--- src/rtl/ahb_pkg.sv ---
// Shared types for the two-master AHB-Lite memory arbiter.
// HTRANS encodings, data-phase owner and the address/control bundle.
package ahb_pkg;

  localparam logic [1:0] HT_IDLE   = 2'b00;
  localparam logic [1:0] HT_BUSY   = 2'b01;
  localparam logic [1:0] HT_NONSEQ = 2'b10;
  localparam logic [1:0] HT_SEQ    = 2'b11;

  typedef enum logic [1:0] {
    OWN_NONE = 2'd0,
    OWN_M0   = 2'd1,
    OWN_M1   = 2'd2
  } owner_e;

  typedef struct packed {
    logic [31:0] haddr;
    logic [1:0]  htrans;
    logic        hwrite;
    logic [2:0]  hsize;
  } addr_ctrl_t;

endpackage

--- src/rtl/ahb_arb_in_stage.sv ---
// Per-master address-phase hold stage: keeps a losing request
// until it is granted and presents held-or-live control.
module ahb_arb_in_stage
  import ahb_pkg::*;
(
  input  logic       HCLK,
  input  logic       HRESETn,
  input  addr_ctrl_t live_i,
  input  logic       hready_i,
  input  logic       gnt_i,
  output logic       req_o,
  output logic       pend_o,
  output addr_ctrl_t sel_o
);

  addr_ctrl_t hold_q, hold_d;
  logic       pend_q, pend_d;
  logic       live;

  assign live   = live_i.htrans[1] & hready_i;
  assign req_o  = pend_q | live;
  assign pend_o = pend_q;
  assign sel_o  = pend_q ? hold_q : live_i;

  // live and pend never coexist: hready_i is low while pending
  always_comb begin
    hold_d = hold_q;
    pend_d = pend_q;
    if (gnt_i) begin
      pend_d = 1'b0;
    end else if (live) begin
      pend_d = 1'b1;
      hold_d = live_i;
    end
  end

  always_ff @(posedge HCLK or negedge HRESETn) begin
    if (!HRESETn) begin
      pend_q <= 1'b0;
      hold_q <= '0;
    end else begin
      pend_q <= pend_d;
      hold_q <= hold_d;
    end
  end

endmodule

--- src/rtl/ahb_mem_arbiter.sv ---
// Two-master AHB-Lite arbiter in front of a single-ported memory.
// Uncontested transfers pass straight through; losers are held.
module ahb_mem_arbiter
  import ahb_pkg::*;
#(
  parameter int RR_MODE = 1
) (
  input  logic        HCLK,
  input  logic        HRESETn,
  input  logic [31:0] M0_HADDR,
  input  logic [1:0]  M0_HTRANS,
  input  logic        M0_HWRITE,
  input  logic [2:0]  M0_HSIZE,
  input  logic [31:0] M0_HWDATA,
  output logic        M0_HREADY,
  output logic [31:0] M0_HRDATA,
  output logic        M0_HRESP,
  input  logic [31:0] M1_HADDR,
  input  logic [1:0]  M1_HTRANS,
  input  logic        M1_HWRITE,
  input  logic [2:0]  M1_HSIZE,
  input  logic [31:0] M1_HWDATA,
  output logic        M1_HREADY,
  output logic [31:0] M1_HRDATA,
  output logic        M1_HRESP,
  output logic        S_HSEL,
  output logic [31:0] S_HADDR,
  output logic [1:0]  S_HTRANS,
  output logic        S_HWRITE,
  output logic [2:0]  S_HSIZE,
  output logic [31:0] S_HWDATA,
  output logic        S_HREADY,
  input  logic        S_HREADYOUT,
  input  logic [31:0] S_HRDATA
);

  addr_ctrl_t ac0_live, ac1_live;
  addr_ctrl_t ac0_sel, ac1_sel, s_ac;
  logic       req0, req1, pend0, pend1;
  logic       gnt0, gnt1, adv;
  owner_e     dph_q, dph_d;
  owner_e     last_q, last_d;

  assign adv = S_HREADYOUT;

  assign ac0_live = '{haddr: M0_HADDR, htrans: M0_HTRANS,
                      hwrite: M0_HWRITE, hsize: M0_HSIZE};
  assign ac1_live = '{haddr: M1_HADDR, htrans: M1_HTRANS,
                      hwrite: M1_HWRITE, hsize: M1_HSIZE};

  ahb_arb_in_stage u_in0 (
    .HCLK     (HCLK),
    .HRESETn  (HRESETn),
    .live_i   (ac0_live),
    .hready_i (M0_HREADY),
    .gnt_i    (gnt0),
    .req_o    (req0),
    .pend_o   (pend0),
    .sel_o    (ac0_sel)
  );

  ahb_arb_in_stage u_in1 (
    .HCLK     (HCLK),
    .HRESETn  (HRESETn),
    .live_i   (ac1_live),
    .hready_i (M1_HREADY),
    .gnt_i    (gnt1),
    .req_o    (req1),
    .pend_o   (pend1),
    .sel_o    (ac1_sel)
  );

  // Master 0 wins a tie in fixed mode or when master 1 went last
  assign gnt0 = adv & req0 &
                (~req1 | (RR_MODE == 0) | (last_q == OWN_M1));
  assign gnt1 = adv & req1 & ~gnt0;

  always_comb begin
    s_ac = '0;
    unique case (1'b1)
      gnt0:    s_ac = ac0_sel;
      gnt1:    s_ac = ac1_sel;
      default: ;
    endcase
  end

  assign S_HSEL   = gnt0 | gnt1;
  assign S_HADDR  = s_ac.haddr;
  assign S_HTRANS = s_ac.htrans;
  assign S_HWRITE = s_ac.hwrite;
  assign S_HSIZE  = s_ac.hsize;
  assign S_HREADY = S_HREADYOUT;

  always_comb begin
    dph_d  = dph_q;
    last_d = last_q;
    unique case (1'b1)
      gnt0: begin
        dph_d  = OWN_M0;
        last_d = OWN_M0;
      end
      gnt1: begin
        dph_d  = OWN_M1;
        last_d = OWN_M1;
      end
      default: if (adv) dph_d = OWN_NONE;
    endcase
  end

  always_ff @(posedge HCLK or negedge HRESETn) begin
    if (!HRESETn) begin
      dph_q  <= OWN_NONE;
      last_q <= OWN_M1;
    end else begin
      dph_q  <= dph_d;
      last_q <= last_d;
    end
  end

  always_comb begin
    S_HWDATA = '0;
    unique case (dph_q)
      OWN_M0:  S_HWDATA = M0_HWDATA;
      OWN_M1:  S_HWDATA = M1_HWDATA;
      default: ;
    endcase
  end

  assign M0_HREADY = (dph_q == OWN_M0) ? S_HREADYOUT : ~pend0;
  assign M1_HREADY = (dph_q == OWN_M1) ? S_HREADYOUT : ~pend1;

  assign M0_HRDATA = S_HRDATA;
  assign M1_HRDATA = S_HRDATA;
  assign M0_HRESP  = 1'b0;
  assign M1_HRESP  = 1'b0;

endmodule
--- config.mk ---
export PLATFORM = sky130hd
export DESIGN_NAME = ahb_mem_arbiter
export DESIGN_NICKNAME = d
export VERILOG_FILES = /design/src/rtl/ahb_pkg.sv /design/src/rtl/ahb_arb_in_stage.sv /design/src/rtl/ahb_mem_arbiter.sv
export SDC_FILE = /design/constraint.sdc
export NUM_CORES = 1
export LEC_CHECK = 0
export ABC_AREA = 1
export CAP_MARGIN = 20
export CORE_ASPECT_RATIO = 1.2
export CORE_MARGIN = 3
export CORE_UTILIZATION = 35
export CTS_CLUSTER_DIAMETER = 80
export DETAILED_ROUTE_END_ITERATION = 12
export PLACE_DENSITY_LB_ADDON = 0.05
export SYNTH_ARGS = -nofsm -noshare
export SYNTH_HDL_FRONTEND = slang
export SYNTH_SLANG_ARGS = --single-unit
--- constraint.sdc ---
create_clock -name HCLK -period 2.2 [get_ports HCLK]
set_input_delay 0.66 -clock HCLK [delete_from_list [all_inputs] [get_ports HCLK]]
set_output_delay 0.66 -clock HCLK [all_outputs]
set_load 0.01 [all_outputs]
After elaboration in Yosys (flattened, before gate mapping)

Cells that the tools add are included.

Multiplexer cells: 13
Bitwise operators: 15
Equal/unequal tests: 3
Reduce and logical (&&, ||, !) cells: 6

Operators with widths:

| operator             | count |
|---|---|
| $mux W38             | 2 |
| $pmux W38 S2         | 1 |
| $pmux W32 S2         | 1 |
| $pmux W2 S2          | 2 |
| $and A1 B1 Y1        | 6 |
| $mux W1              | 6 |
| $reduce_bool A2 Y1   | 3 |
| $not A1 Y1           | 5 |
| $eq A2 B2 Y1 const B | 2 |
| $or A1 B1 Y1         | 4 |
| $reduce_and A2 Y1    | 2 |
| $reduce_bool A3 Y1   | 1 |
| $eq A2 B1 Y1 const B | 1 |
| $mux W2              | 1 |

Register bits after elaboration: 82
Output and inout bits: 140

Depth between registers and ports, before layout

Gate-level depths: netlist (run 1).

Depth in word-level cells: 11
Gate-level depth with buffers: 15

Cells and area by module

A second synthesis (run 1) with hierarchy kept.

Cells, all modules: 923
Area total of the unflattened synthesis: 5,988.2 um^2

By module, submodules not included:

| module           | instances | area an instance (um^2) | cells each |
|---|---|---|---|
| ahb_arb_in_stage | 2         | 2,064.5                 | 295 |
| ahb_mem_arbiter  | 1         | 1,859.3                 | 333 |

Worst setup path after synthesis (run 1)

No wires, ideal clock.

Path type: register to output
From: register dph_q[0]
To: output S_HADDR[29]
Slack: -0.219 ns
Stages on the path, launching flop included: 13
Buffers on the path: 3
Arrival: 1.759 ns
Path through: dfrtp_1 > inv_1 > ha_1 > buf_2 > o21ai_2 > nand2_1 > nand2_2 > nand2_2 > nand2_4 > nand2_4 > buf_6 > buf_6 > o21ai_1

Cells in the longest elaborated chain, start to end: 10

RTL lines:

| what                        | line                   | source |
|---|---|---|
| from (decl)                 | ahb_mem_arbiter.sv:41  | `owner_e dph_q, dph_d;` |
| from (signal assigned)      | ahb_mem_arbiter.sv:115 | `dph_q <= dph_d;` |
| $eq A2 B2 Y1 *              | ahb_mem_arbiter.sv:130 | `assign M1_HREADY = (dph_q == OWN_M1) ? S_HREADYOUT : ~pend1;` |
| $mux W1 *                   | ahb_mem_arbiter.sv:130 |  |
| named net M1_HREADY         | ahb_mem_arbiter.sv:23  | `output logic M1_HREADY,` |
| $and A1 B1 Y1 *             | ahb_arb_in_stage.sv:20 | `assign live = live_i.htrans[1] & hready_i;` |
| $or A1 B1 Y1 *              | ahb_arb_in_stage.sv:21 | `assign req_o = pend_q \| live;` |
| $not A1 Y1                  | ahb_mem_arbiter.sv:75  | `(~req1 \| (RR_MODE == 0) \| (last_q == OWN_M1));` |
| $or A1 B1 Y1                | ahb_mem_arbiter.sv:75  |  |
| $and A1 B1 Y1               | ahb_mem_arbiter.sv:74  | `assign gnt0 = adv & req0 &` |
| $not A1 Y1 (no source line) | --                     |  |
| $and A1 B1 Y1               | ahb_mem_arbiter.sv:76  | `assign gnt1 = adv & req1 & ~gnt0;` |
| $pmux W38 S2 *              | ahb_mem_arbiter.sv:80  | `unique case (1'b1)` |
| to (decl)                   | ahb_mem_arbiter.sv:27  | `output logic [31:0] S_HADDR,` |

The timed path passes the listed nets; every way through them passes the cells marked *.

Worst setup path after layout (run 1)

From: register dph_q[0]
To: output S_HADDR[22]

Cells in the longest elaborated chain, start to end: 10

RTL lines:

| what                        | line |
|---|---|
| $eq A2 B2 Y1                | ahb_mem_arbiter.sv:130 |
| $mux W1                     | ahb_mem_arbiter.sv:130 |
| $and A1 B1 Y1               | ahb_arb_in_stage.sv:20 |
| $or A1 B1 Y1                | ahb_arb_in_stage.sv:21 |
| $not A1 Y1                  | ahb_mem_arbiter.sv:75 |
| $or A1 B1 Y1                | ahb_mem_arbiter.sv:75 |
| $and A1 B1 Y1               | ahb_mem_arbiter.sv:74 |
| $not A1 Y1 (no source line) | -- |
| $and A1 B1 Y1               | ahb_mem_arbiter.sv:76 |
| $pmux W38 S2 *              | ahb_mem_arbiter.sv:80 |

Every way passes the cells marked *; elsewhere a longest branch is shown, timed or not.

==> results_tabular.tex, run 1 <==
\begin{tabular}{lr}
\hline
Metric & Value \\
\hline
\multicolumn{2}{l}{\textbf{Floorplan}} \\
\quad Initial Util & 36.17\% \\
\quad Die footprint & 17,260 um2 \\
\quad \# IOs & 315 \\
\quad Number of cell rows & 49 \\
\quad Core Area & 15,200 um2 \\
\quad Die height & 143.3 um \\
\quad Die Span X & 120.4 um \\
\multicolumn{2}{l}{\textbf{Clock network}} \\
\quad Maximum count of clock buffers along a single path & 2 \\
\quad Clock tree root driver cell & clkbuf\_16 \\
\quad Clock sink count & 82 \\
\quad Depth of the CTS H-tree & 3 \\
\quad Hold buffer count at cts & 0 \\
\quad TritonCTS clock tree & done \\
\quad Clock transition at path regs & 0.06 ns \\
\quad Clock buffer count from CTS & 9 \\
\quad Clock latency of the later-clocked register in the worst-skew pair & 0.34 ns \\
\multicolumn{2}{l}{\textbf{Logic synthesis}} \\
\quad Number of warnings issued by yosys & 0 \\
\quad XOR/XNOR Fraction of Synth Area & 0\% \\
\quad Compound-gate portion of the synthesized area & 14.33\% \\
\quad Netlist area before placement & 5499 um2 \\
\quad Fraction of the mapped netlist area in adder cells & 0.4551\% \\
\quad Post-synthesis register bit count & 82 \\
\quad Number of flops mapped to enable cells by yosys & 0 \\
\quad Synth cell types & 24 \\
\quad Largest cells by area after synthesis & dfrtp\_1 37\%, nand2\_1 18\%, buf\_4 9.7\% \\
\quad Synth async-reset ratio & 100.0\% \\
\quad Share of synthesized cell area in and, or, nand and nor gates & 22.48\% \\
\quad Post-synthesis sequential area ratio & 37.34\% \\
\quad Main combinational cell family by area after synthesis & simple AND/OR/NAND/NOR gates \\
\quad Post-synthesis average cell area & 7.322 um2 \\
\quad Post-synthesis mux area share & 6.917\% \\
\quad Area share of the leading cell type in the synthesized netlist & 36.86\% \\
\quad Top cell type by total area after synthesis & dfrtp\_1 \\
\quad Most instantiated flip-flop cell in the synthesis netlist & dfrtp\_1 \\
\quad Cell count after synthesis & 751 \\
\multicolumn{2}{l}{\textbf{Setup path}} \\
\quad FF-to-FF setup slack & 0.17 ns \\
\quad Critical path peak fanout & 19 \\
\quad Endpoint of the lowest-slack register-to-register path & u\_in1.hold\_q[33] \\
\quad Cells traversed along the worst timing path & inv\_2 > ha\_4 > nand2\_4 > o21ai\_4 > nand2\_2 > nand2\_2 > inv\_2 > nor2\_4 > nand2\_8 > buf\_12 > o21ai\_2 > buf\_2 \\
\quad Critical path capture point type & primary output \\
\quad Peak per-stage delay on the critical path & 0.40 ns \\
\quad Required arrival time at the worst endpoint & 1.54 ns \\
\quad Worst reg2reg path startpoint & dph\_q[0] \\
\quad Critical path start-end classification & flip-flop to primary output \\
\quad R2R cell count & 12 \\
\quad Startpoint type of the worst setup path & flip-flop \\
\quad Data arrival, critical path & 2.10 ns \\
\quad Slowest CP cell & dfrtp\_1 \\
\multicolumn{2}{l}{\textbf{Global route}} \\
\quad First-pass GRT wire length & 31,860 um \\
\quad Maximum number of pins on one net before global-route repair & 39 \\
\quad Met1 Usage GRT & 26.24\% \\
\quad Met2 usage & 43.54\% \\
\quad Global routing usage on met3 & 5.039\% \\
\quad GRT Util Overall & 23.49\% \\
\quad Number of antenna violations at the first check in global routing & 1 \\
\quad Number of global-route vias before repair & 6,159 \\
\quad GR Overflow Total & 0 \\
\quad Most crowded layer after global routing & met2 \\
\multicolumn{2}{l}{\textbf{STA}} \\
\quad Worst Skew & 0.008061 ns \\
\quad Final setup violation count & 72 \\
\quad Count of pins over their slew limit & 0 \\
\quad Maximum frequency from static timing analysis & 362.3 MHz \\
\quad Unrepaired setup endpoints after global routing & yes \\
\quad Worst-case headroom to the max-slew limit & 62.41\% \\
\quad Post-route minimum period & 2.760 ns \\
\quad Fin. Hold Viols & 0 \\
\quad Share of the cycle needed by the critical path after routing & 125.5\% \\
\quad Worst-margin pin slew & 0.5579 ns \\
\quad Setup slack after layout & -0.5600 ns \\
\multicolumn{2}{l}{\textbf{Routing}} \\
\quad Number of vias per cell after detailed routing & 4.853 \\
\quad DRC & 0 \\
\quad DRC marker count from the first detailed-route iteration & 328 \\
\quad Total number of vias & 5,794 \\
\quad Detailed-routing iteration count for the pre-antenna-repair pass & 7 \\
\quad Post-detailed-route count of antenna-violating nets & 0 \\
\quad Final routed wirelength across all metal layers & 20,900 um \\
\quad Average wire per cell in the routed design & 17.50 um \\
\multicolumn{2}{l}{\textbf{Cells and area}} \\
\quad Share of the core filled with cells in the final layout & 61.51\% \\
\quad Area growth, synth to finish & 70.08\% \\
\quad Top library cells by usage in the layout, fill and taps aside & 191 x nand2\_1, 139 x clkdlybuf4s50\_1, 79 x dfrtp\_1, 79 x buf\_4 \\
\quad Final Net Count & 1,162 \\
\quad Antenna diodes & 0 \\
\quad Final standard cell area without fillers & 9353 um2 \\
\quad Leading cell type in the layout, fill and taps excluded & nand2\_1 \\
\quad Share of layout cells above drive strength 1 & 36.97\% \\
\multicolumn{2}{l}{\textbf{Power and ir drop}} \\
\quad Clock share of power & 11.8\% \\
\quad Comb power frac & 67.5\% \\
\quad Sw Share & 43.58\% \\
\quad Cell internal pwr & 7.204 mW \\
\quad Sw power & 5.565 mW \\
\quad Static leakage & 4.625 nW \\
\quad Pwr per Cell Area & 1365 nW/um2 \\
\quad Max rail drop VDD & 0.0007668 V \\
\quad Sequential share of power & 20.7\% \\
\multicolumn{2}{l}{\textbf{Place}} \\
\quad Number of buffer cells added on primary ports & 216 \\
\quad Cell area after placement & 8068 um2 \\
\quad HPWL Detailed & 14,370 um \\
\quad Final weighted congestion of routability-driven global placement & 0.8579 \\
\multicolumn{2}{l}{\textbf{Hold path}} \\
\quad Class of the worst hold path & primary input to async pin \\
\multicolumn{2}{l}{\textbf{Job}} \\
\quad Number of max-capacitance violations reported & 0 \\
\multicolumn{2}{l}{\textbf{Outcome}} \\
\quad Result of the run & complete, but fails checks \\
\quad Violations in the final reports & negative setup slack \\
\hline
\end{tabular}
## synthesized netlist by cell type (2+ instances only)
master and instances:
a21oi_1 34, buf_2 14, nand2_1 258, o21ai_0 93, ha_1 2, nand2_4 2, inv_1 47, nand2_2 5
buf_1 3, o21ai_1 24, buf_6 12, dfrtp_1 81, mux2i_1 38, inv_2 4, nand3_1 37, clkbuf_1 19
buf_4 71
## per-layer routing
metal / share of wire (%) / wire (um)
met4: 3.2 / 667
met5: 0 / 0
met1: 38 / 7959
met2: 52 / 10890
met3: 6.6 / 1383
## flip-flops by register name, summed over array words and instances, names as in the netlist
register,cells
u_in1.hold_q,38
u_in0.hold_q,38
dph_q,2
u_in0.pend_o,1
last_q,2
u_in1.pend_o,1
## how the worst max path moves through the flow
stage                   to  slack (ns)         from
5_1_grt        S_HADDR[22]       -0.67     dph_q[0]
3_3_place_gp   S_HADDR[30]       -1.20  S_HREADYOUT
4_1_cts           S_HWRITE       -0.60     dph_q[1]
2_1_floorplan  S_HADDR[30]       -0.09     dph_q[0]
6_report       S_HADDR[22]       -0.56     dph_q[0]
3_5_place_dp      S_HWRITE       -1.25  S_HREADYOUT
## repair_timing
item | in CTS | in global routing
setup buffers | 30 | 13
pin swaps | 28 | 15
resized for setup | 450 | 56
gates cloned | 10 | 1
setup endpoints to repair | 111 | 72
## cells by family after synthesis
logic type                 after synthesis
buffers and inverters                  170
muxes                                   38
DFF                                     82
other                                    1
and+or+nand+nor                        304
adders and majority gates                2
AOI/OAI and AO/OA                      154
## power groups by stage
stage / Clock, mW / Combinational, mW / Sequential, mW
floorplan: 0 / 4.04 / 2.52
global route: 1.60 / 9.29 / 2.72
CTS: 1.54 / 8.23 / 2.63
finish: 1.51 / 8.62 / 2.65
detailed placement: 0 / 6.85 / 2.64
global placement: 0 / 6.79 / 2.60
## layout make-up
| class | count | area, um2 |
|---|---|---|
| multi-input cells | 500 | 3187 |
| clock buffers | 11 | 242.7 |
| well taps | 204 | 255.2 |
| inverters | 51 | 201.4 |
| fillers | 1390 | 5852 |
| clock inverters | 5 | 53.80 |
| flip-flops and latches | 82 | 2056 |
| repair buffers | 341 | 3357 |
## through the flow
step | setup slack, ns | TNS [ns] | hold WS [ns] | std cells | power, mW
finish | -0.5600 | -33.12 | 0.3127 | 1194 | 12.77
global route | -0.6682 | -38.93 | 0.3499 | 1194 | 13.62
CTS | -0.6038 | -29.92 | 0.3213 | 1185 | 12.41
detailed placement | -1.251 | -85.69 | 0.4598 | 1131 | 9.489
global placement | -1.198 | -80.19 | 0.4374 | 1131 | 9.393
floorplan | -0.09313 | -1.611 | 0.3644 | 752 | 6.559
## worst max-delay path: cells and delay by family (launching register included)
family,cells,cell delay [ns]
AND/OR/NAND/NOR,5,0.52
flip-flops,1,0.40
buffers and inverters,4,0.48
adder cells (fa/ha/maj),1,0.17
AO/OA/AOI/OAI,2,0.18
Note: power is estimated with default switching activity, not from simulation.
==> run 2: changes to the inputs <==
SLEW_MARGIN = 20   (was not set)
==> results of run 2 <==
Same layout as run 1: the final DEF is identical, and so are final timing and power.
